`config.mk`:
```
export PLATFORM = sky130hd
export DESIGN_NAME = sad_accumulator
export DESIGN_NICKNAME = d
export VERILOG_FILES = /design/src/rtl/sad_accumulator.sv
export SDC_FILE = /design/constraint.sdc
export NUM_CORES = 1
export LEC_CHECK = 0
export BUFFER_PORTS_ARGS = -buffer_cell sky130_fd_sc_hd__buf_2
export CAP_MARGIN = 20
export CORE_MARGIN = 8
export CORE_UTILIZATION = 45
export CTS_CLUSTER_SIZE = 12
export DETAILED_ROUTE_END_ITERATION = 6
export HOLD_SLACK_MARGIN = 0.12
export RECOVER_POWER = 25
export SETUP_SLACK_MARGIN = 0.5
export SYNTH_ARGS = -nofsm -noshare
export SYNTH_HDL_FRONTEND = slang
export SYNTH_SLANG_ARGS = --single-unit
```
`constraint.sdc`:
```
create_clock -name clk -period 4.8 [get_ports clk]
set_input_delay 0.24 -clock clk [delete_from_list [all_inputs] [get_ports clk]]
set_output_delay 0.24 -clock clk [all_outputs]
set_load 0.01 [all_outputs]
```
`src/rtl/sad_accumulator.sv`:
```
// sad_accumulator: windowed sum-of-absolute-differences over the 17-bit
// {borrow, D[15:0]} results of a 16-bit ripple subtractor.
//
// Each window of WINDOW accepted samples produces three results:
// the SAD, the number of samples with borrow set, and the largest
// absolute difference. The results are held behind a valid/ready
// handshake until the consumer takes them.
//
// Ports:
//   clk         single clock, rising edge
//   rst         synchronous active-high reset (priority over clr)
//   clr         synchronous abort of the current window or held result
//   in_valid    din carries a subtractor result
//   din         {borrow, D[15:0]}
//   in_ready    registered; high in ACCUM only
//   out_valid   registered; high in HOLD only
//   out_ready   consumer takes the held result
//   sad         sum of absolute differences over the window
//   borrow_cnt  number of samples in the window with borrow = 1
//   max_abs     largest absolute difference in the window
module sad_accumulator #(
  parameter int unsigned WINDOW = 16,
  parameter int unsigned SUM_W  = 20
) (
  input  logic                             clk,
  input  logic                             rst,
  input  logic                             clr,
  input  logic                             in_valid,
  input  logic [16:0]                      din,
  output logic                             in_ready,
  output logic                             out_valid,
  input  logic                             out_ready,
  output logic [SUM_W-1:0]                 sad,
  output logic [$clog2(WINDOW+1)-1:0]      borrow_cnt,
  output logic [15:0]                      max_abs
);

  localparam int unsigned CntW  = $clog2(WINDOW);
  localparam int unsigned BcntW = $clog2(WINDOW + 1);
  localparam logic [CntW-1:0] LastIdx = CntW'(WINDOW - 1);

  typedef enum logic [0:0] {StAccum, StHold} state_e;

  state_e             state_q;
  logic               in_ready_q;
  logic               out_valid_q;
  logic [CntW-1:0]    cnt_q;
  logic [SUM_W-1:0]   sad_acc_q;
  logic [BcntW-1:0]   bcnt_acc_q;
  logic [15:0]        max_acc_q;
  logic [SUM_W-1:0]   sad_q;
  logic [BcntW-1:0]   bcnt_q;
  logic [15:0]        max_q;

  logic               borrow;
  logic [15:0]        abs_val;
  logic               xfer;
  logic [SUM_W-1:0]   sad_next;
  logic [BcntW-1:0]   bcnt_next;
  logic [15:0]        max_next;

  // Two's-complement negate when borrow is set. {1, 0x0000} wraps to 0,
  // which is the intended handling of that unreachable code.
  always_comb begin
    borrow    = din[16];
    abs_val   = borrow ? (~din[15:0] + 16'd1) : din[15:0];
    xfer      = in_valid && in_ready_q;
    sad_next  = sad_acc_q + SUM_W'(abs_val);
    bcnt_next = bcnt_acc_q + BcntW'(borrow);
    // Strict compare: an equal sample leaves the max untouched.
    max_next  = (abs_val > max_acc_q) ? abs_val : max_acc_q;
  end

  always_ff @(posedge clk) begin
    if (rst || clr) begin
      state_q     <= StAccum;
      in_ready_q  <= 1'b1;
      out_valid_q <= 1'b0;
      cnt_q       <= '0;
      sad_acc_q   <= '0;
      bcnt_acc_q  <= '0;
      max_acc_q   <= '0;
      sad_q       <= '0;
      bcnt_q      <= '0;
      max_q       <= '0;
    end else begin
      unique case (state_q)
        StAccum: begin
          if (xfer) begin
            if (cnt_q == LastIdx) begin
              // Results include the final sample; accumulators restart at zero.
              sad_q       <= sad_next;
              bcnt_q      <= bcnt_next;
              max_q       <= max_next;
              cnt_q       <= '0;
              sad_acc_q   <= '0;
              bcnt_acc_q  <= '0;
              max_acc_q   <= '0;
              state_q     <= StHold;
              in_ready_q  <= 1'b0;
              out_valid_q <= 1'b1;
            end else begin
              cnt_q      <= cnt_q + CntW'(1);
              sad_acc_q  <= sad_next;
              bcnt_acc_q <= bcnt_next;
              max_acc_q  <= max_next;
            end
          end
        end
        StHold: begin
          // Output registers keep their values on the way back to ACCUM.
          if (out_ready) begin
            state_q     <= StAccum;
            in_ready_q  <= 1'b1;
            out_valid_q <= 1'b0;
          end
        end
        default: begin
          state_q     <= StAccum;
          in_ready_q  <= 1'b1;
          out_valid_q <= 1'b0;
        end
      endcase
    end
  end

  assign in_ready   = in_ready_q;
  assign out_valid  = out_valid_q;
  assign sad        = sad_q;
  assign borrow_cnt = bcnt_q;
  assign max_abs    = max_q;

endmodule

```
==> metrics.md, run 1 <==
| Metric | Value |
|---|---|
| Cell with the most instances after synthesis | dfxtp_1 |
| Max stage delay on crit path | 0.68 ns |
| Synth cell types | 57 |
| Power Density | approximately 300 nW/µm² |
| CP Capture Type | flip-flop |
| R2R Path End | sad_acc_q[14]$_SDFFE_PP0P_ |
| Chip Width | 122 µm |
| H-tree levels | 3 |
| Core area | around 11000 µm² |
| First-pass GRT wire length | roughly 22000 µm |
| Hold Startpoint | rst |
| Largest net degree at the start of global routing | 50 |
| Worst Hold End | in_ready$_SDFFE_PP1P_ |
| Via/cell ratio | around 5.7 |
| CTS root buf | clkbuf_8 |
| Non-Filler Instances | 799 |
| Antenna Cells | 0 |
| Top cells by count, synth | dfxtp_1 (89), nand2_1 (77), nor2_1 (45), a21oi_1 (43), nand3_1 (42) |
| Port buffer count | 64 |
| Setup bufs post-CTS | 0 |
| Yosys reg bits | 89 |
| Total GRT Usage | a little under a fifth |
| Via count | 4576 |
| Cells on worst reg2reg path | 9 |
| Hold WC Path Type | in -> reg |
| Top cell type's share of synthesized area | a little over a third |
| Mean area per synthesized cell | approximately 8.2 µm² |
| Critical path buffers and inverters | 3 |
| Die footprint | 14800 µm² |
| RSZ-0062 raised after global routing | no |
| Maximum root-to-sink buffer count | 2 |
| Crit path max fanout | 16 |
| # rows | 38 |
| Cell Area, Placed | between 5000 and 6000 µm² |
| Max-Cap Viols | 0 |
| Grt ovf | 0 |
| RR Startpoint | sad_acc_q[0]$_SDFFE_PP0P_ |
| # IOs | between 60 and 70 |
| Initial antenna violation count | 0 |
| Detailed Place HPWL | 9450 µm |
| Die height | around 120 µm |
| Worst setup path class | in -> reg |
| Finish-stage setup viols | 0 |
| Fin. Hold Viols | 0 |
| Final Cell Area | approximately 5600 µm² |
| Leak pwr | about 2.1 nW |
| CTS resizes | 0 |
| CTS tree | yes |
| EDFF count, synth | 0 |
| Mapped cell area | ~5000 µm² |
| Setup Skew | approximately 0.0086 ns |
| Max rail drop VDD | 0.142 mV |
| Area leader, netlist | dfxtp_1 |
| Synth area leaders | dfxtp_1 (35%), ha_1 (9.2%), nand2_1 (5.7%), a21oi_1 (4.3%), nand3_1 (4.2%) |
| Total CTS buffers | 9 |
| CP arrival | 4.24 ns |
| Register-to-register setup slack | around 2.2 ns |
| Outcome | complete, no violations |
| Sink Count | 89 |
| Synth Net Count | approximately 670 |
| Register area | ~1800 µm² |
| YS warnings | 0 |
| Startpoint types | input port |
| Area Overhead vs Synth | 11.6% |
| Crit path max-delay cell type | or3_1 |
| Cell family with most CP delay | simple AND/OR/NAND/NOR gates |
| FILL cells | ~1100 |
| GPL Wtd Cong | approximately 0.88 |
| Post-Synthesis Cells | 612 |
| Synth async-reset ratio | 0% |
| Main synth FF type | dfxtp_1 |
| Worst Hold Path Cells | 3 |
| Final wirelength | roughly 13000 µm |
| Pins Over Slew Limit | 0 |
| Cts hold-fix bufs | 1 |
| ANT nets after route | 0 |
| Tcrit/Tclk final | 82.7% |
| Multi-input logic area | roughly 3000 µm² |
| Fin Hold WS | around 0.18 ns |
| Initial DRC Count | 313 |
| Worst EP required | between 5 and 6 ns |
| Clk_lat worst skew | between 0.3 and 0.4 ns |
| Net count reported at finish | ~700 |
| Initial core utilization | 46.3% |
| Register area share after synthesis | a little over a third |
| 1st-pass router iterations | 5 |
| Final min period | ~4 ns |
| Slew margin rel. | 45.5% |
| Drt wl/cell | 16.3 µm |
| Maximum clock rate | between 200 and 300 MHz |
| Setup TNS | 0 ns |
| Worst path cell trace | buf_2 > inv_1 > ha_1 > nand2b_1 > or4_1 > or2_1 > o41ai_1 > xor2_1 > inv_1 > ha_1 > and4_1 > nand4_1 > a21o_1 > and4_1 > or3_1 > o32ai_1 |
| Measured slew at the worst slew-check pin | about 0.8 ns |
| Ratio of cells with drive above 1 in the final layout | about 11% |
| Clock-pin slew on the worst setup and hold paths | roughly 0.08 ns |
| Placed Cells | 782 |
| Vias in the first global route | ~4400 |
| Post-route DRC | 0 |
routing by layer:
layer	global-route usage, %	share of wire (%)	routed length [µm]
met5	0	0	0
met4	8.48	2.4	309
met3	3.70	5.8	757
met2	27.6	43	5630
met1	24.4	49	6350
worst max path at each step:
stage | start | to | slack (ns) | cells past startpoint
final | din[0] | max_acc_q[3]$_SDFFE_PP0P_ | 0.83 | 16
after global placement | din[0] | max_acc_q[15]$_SDFFE_PP0P_ | 0.59 | 16
after global routing | din[0] | max_acc_q[15]$_SDFFE_PP0P_ | 0.59 | 16
after detailed placement | din[0] | max_acc_q[15]$_SDFFE_PP0P_ | 0.50 | 16
after floorplan | din[0] | max_acc_q[10]$_SDFFE_PP0P_ | 1.08 | 18
after CTS | din[0] | max_acc_q[3]$_SDFFE_PP0P_ | 0.87 | 16
placed cells by master (no fill, tap or decap), types with 18 or more instances in the layout:
master / count
dfxtp_1: 89
nand2_1: 77
nor2_1: 43
a21oi_1: 43
nand3_1: 42
ha_1: 37
clkbuf_1: 34
inv_1: 33
buf_2: 31
nand4_1: 23
o21ai_0: 22
xor2_1: 18
registers in the layout, indices dropped and copies added (netlist names):
signal / count
sad: 20
sad_acc_q: 20
max_abs: 16
max_acc_q: 16
bcnt_acc_q: 5
borrow_cnt: 5
cnt_q: 4
in_ready: 1
out_valid: 1
state_q: 1
kinds of logic (layout without fill, tap and decap cells):
logic type	Yosys count	after routing	synth area share (%)
XOR/XNOR	32	32	5.71
adder cells (fa/ha/maj)	38	38	9.59
AND/OR/NAND/NOR	227	227	21.5
AO/OA/AOI/OAI	149	149	21.5
buffers and inverters	75	122	5.86
multiplexers	2	2	0.398
flip-flops	89	89	35.4
power by group:
group / switching, mW / total (mW) / internal (mW)
sequential: 0.0110 / 0.763 / 0.752
combinational: 0.210 / 0.324 / 0.114
clock: 0.271 / 0.578 / 0.307
tightest hold or removal path, delay by kind of cell:
kind          cells  cell delay [ns]
buf+inv           1             0.11
simple gates      2             0.17
stage by stage:
stage	utilization, %	setup WS [ns]	power, mW
global route	51.6	0.593	1.75
global placement	49.9	0.586	1.09
CTS	52.0	0.868	1.67
floorplan	-	1.08	1.02
detailed placement	49.9	0.497	1.10
finish	51.6	0.831	1.67
cell type report:
type	count	area share, %
Inverter	34	2.27
Tap cell	140	3.12
Clock inverter	5	1.40
Timing Repair Buffer	72	6.08
Sequential cell	89	31.7
Clock buffer	11	2.52
Multi-Input combinational cell	448	52.9
No activity file was read; power rests on OpenSTA's default activity.
==> run 2, diff against run 1 <==
==> constraint.sdc (replaced) <==
create_clock -name clk -period 4 [get_ports clk]
set_input_delay 0.2 -clock clk [delete_from_list [all_inputs] [get_ports clk]]
set_output_delay 0.2 -clock clk [all_outputs]
set_load 0.01 [all_outputs]
==> run 2 against run 1 <==
  * Clock power rose by 34%
  * Clock skew barely moved
  * Count of clock-buffer cells in the layout did not move
  * Die area did not move
  * Critical path depth did not move
  * Cell area rose by 8.3%
  * Global-route usage rose by 0.90 points
  * Non-clock buffer count rose by 23
  * Setup slack got worse by 0.31 ns
  * Routed wire length rose by 9.8%
  * Sequential power rose by 20%
  * Hold slack improved by 0.0040 ns
  * Largest cell class unchanged
  * Highest routed layer unchanged
==> metrics.md, run 2 (synthesized netlist as in run 1, its figures left out) <==
| Metric | Value |
|---|---|
| Most frequent cells in the layout | dfxtp_1 (89), nand2_1 (77), nor2_1 (43), a21oi_1 (43), nand3_1 (42) |
| # rows | 38 |
| Place WS | 0.0327 ns |
| R2R Path End | sad[14]$_SDFFE_PP0P_ |
| Tcrit/Tclk final | roughly 87% |
| RSZ-0062 raised after global routing | yes |
| First-pass GRT wire length | ~23000 µm |
| CTS tree | yes |
| # IOs | 65 |
| Grt ovf | 0 |
| Chip Width | about 120 µm |
| Register area | 1780 µm² |
| Via/cell ratio | roughly 5.8 |
| Max rail drop VDD | 0.204 mV |
| CTS root buf | clkbuf_8 |
| Worst Hold Path Cells | 3 |
| Initial core utilization | around 46% |
| Crit path max fanout | 7 |
| H-tree levels | 3 |
| Clock-pin slew on the worst setup and hold paths | approximately 0.09 ns |
| Leak pwr | ~2.3 nW |
| ANT nets after route | 0 |
| CP Capture Type | flip-flop |
| Finish-stage setup viols | 0 |
| Post-route DRC | 0 |
| Final min period | roughly 3.5 ns |
| Worst setup margin | ~0.52 ns |
| Final wirelength | roughly 14000 µm |
| Total CTS buffers | 9 |
| Clock power frac | roughly 36% |
| Setup Skew | slightly below 0.009 ns |
| Routed wl met3 | between 600 and 700 µm |
| CP arrival | 3.76 ns |
| Die height | about 120 µm |
| Cells on worst reg2reg path | 10 |
| Via count | ~4700 |
| FILL cells | 1039 |
| Psw | 0.643 mW |
| Measured slew at the worst slew-check pin | about 1.1 ns |
| Setup TNS | 0 ns |
| Max-Cap Viols | 0 |
| Ratio of cells with drive above 1 in the final layout | 17.9% |
| Hold WC Path Type | in -> reg |
| Core area | 10900 µm² |
| Sequential power share | 42.2% |
| RR Startpoint | sad_acc_q[0]$_SDFFE_PP0P_ |
| Maximum clock rate | roughly 290 MHz |
| Port buffer count | 64 |
| Worst setup path class | in -> reg |
| Maximum root-to-sink buffer count | 2 |
| Slew margin rel. | between 20% and 30% |
| Total GRT Usage | 19.1% |
| Pins Over Slew Limit | 0 |
| Initial antenna violation count | 0 |
| Startpoint types | input port |
| Multi-input logic area | 3170 µm² |
| Drt wl/cell | between 15 and 20 µm |
| Outcome | complete, no violations |
| Detailed Place HPWL | between 9000 and 10000 µm |
| Largest net degree at the start of global routing | 44 |
| Fin. Hold Viols | 0 |
| Commonest non-fill, non-tap cell in the layout | dfxtp_1 |
| Initial DRC Count | between 300 and 400 |
| Sink Count | 89 |
| Hold Startpoint | din[0] |
| Power Density | 356 nW/µm² |
| Net count reported at finish | approximately 740 |
| Top sig layer | met4 |
| Register-to-register setup slack | 1.44 ns |
| Sw Share | 29.6% |
| GPL Wtd Cong | ~0.84 |
| WL met2 | 6540 µm |
| Area Overhead vs Synth | 20.8% |
| Antenna Cells | 0 |
| Vias in the first global route | about 4600 |
| Clk_lat worst skew | approximately 0.38 ns |
| Die footprint | around 15000 µm² |
| Worst Hold End | max_abs[0]$_SDFFE_PP0P_ |
| Internal power | around 1.5 mW |
| Comb pwr share | 22.1% |
| 1st-pass router iterations | 6 |
| Power, Total | 2.17 mW |
| Worst EP required | between 4 and 5 ns |
| Metal-1 WL | 6820 µm |
## run 2: critical path, cell delays in order
cell	delay [ns]
buf_8	0.10
or4_4	0.55
nor2_4	0.10
inv_2	0.05
or3_4	0.41
o31ai_4	0.26
xor2_2	0.20
inv_2	0.08
ha_4	0.27
and4_4	0.23
nand4_1	0.10
a21o_1	0.16
and4_1	0.21
or3_4	0.43
buf_12	0.18
o32ai_2	0.21
## run 2: cell type report
cell class	instances	area share, %
clock inverters	5	1.69
clock buffers	11	2.32
flip-flops and latches	89	29.3
inverters	34	2.14
well taps	140	2.88
repair buffers	95	9.56
multi-input cells	448	52.1
## run 2: worst max-delay path by stage
stage,endpoint,slack [ns],from
CTS,max_acc_q[6]$_SDFFE_PP0P_,0.52,din[0]
detailed placement,max_acc_q[5]$_SDFFE_PP0P_,0.03,din[0]
floorplan,max_acc_q[11]$_SDFFE_PP0P_,0.47,din[9]
global route,max_acc_q[4]$_SDFFE_PP0P_,0.44,din[9]
global placement,max_acc_q[15]$_SDFFE_PP0P_,0.15,din[1]
finish,max_acc_q[4]$_SDFFE_PP0P_,0.52,din[9]
## run 2: power groups by stage
stage | Clock [mW] | Combinational, mW | Sequential [mW]
3_5_place_dp | 0 | 0.423 | 0.936
4_1_cts | 0.784 | 0.430 | 0.916
6_report | 0.773 | 0.479 | 0.916
5_1_grt | 0.819 | 0.520 | 0.918
2_1_floorplan | 0 | 0.300 | 0.932
3_3_place_gp | 0 | 0.410 | 0.936
## run 2: timing repair
action	4_1_cts	5_1_grt
gates resized for setup	1	33
gates cloned	0	1
hold endpoints to repair	3	0
hold buffers	1	0
pin swaps	2	8
endpoints found under the setup margin	13	44
setup buffers	2	6
## run 2: stage by stage
step                hold WS (ns)  instances  instance area (µm²)  util, %
detailed placement         0.449        796                 5610     51.5
floorplan                  0.346        612                 5090        -
global route               0.193        822                 6080     55.9
finish                     0.181        822                 6080     55.9
CTS                        0.152        815                 5880     54.0
global placement           0.442        796                 5610     51.5
## run 2: per-layer routing
metal  GRT usage [%]  vias to the layer above
li1                -                     2340
met1            24.6                     2276
met2            30.4                      106
met3            3.66                       21
met4            8.87                        0
met5               0                        -
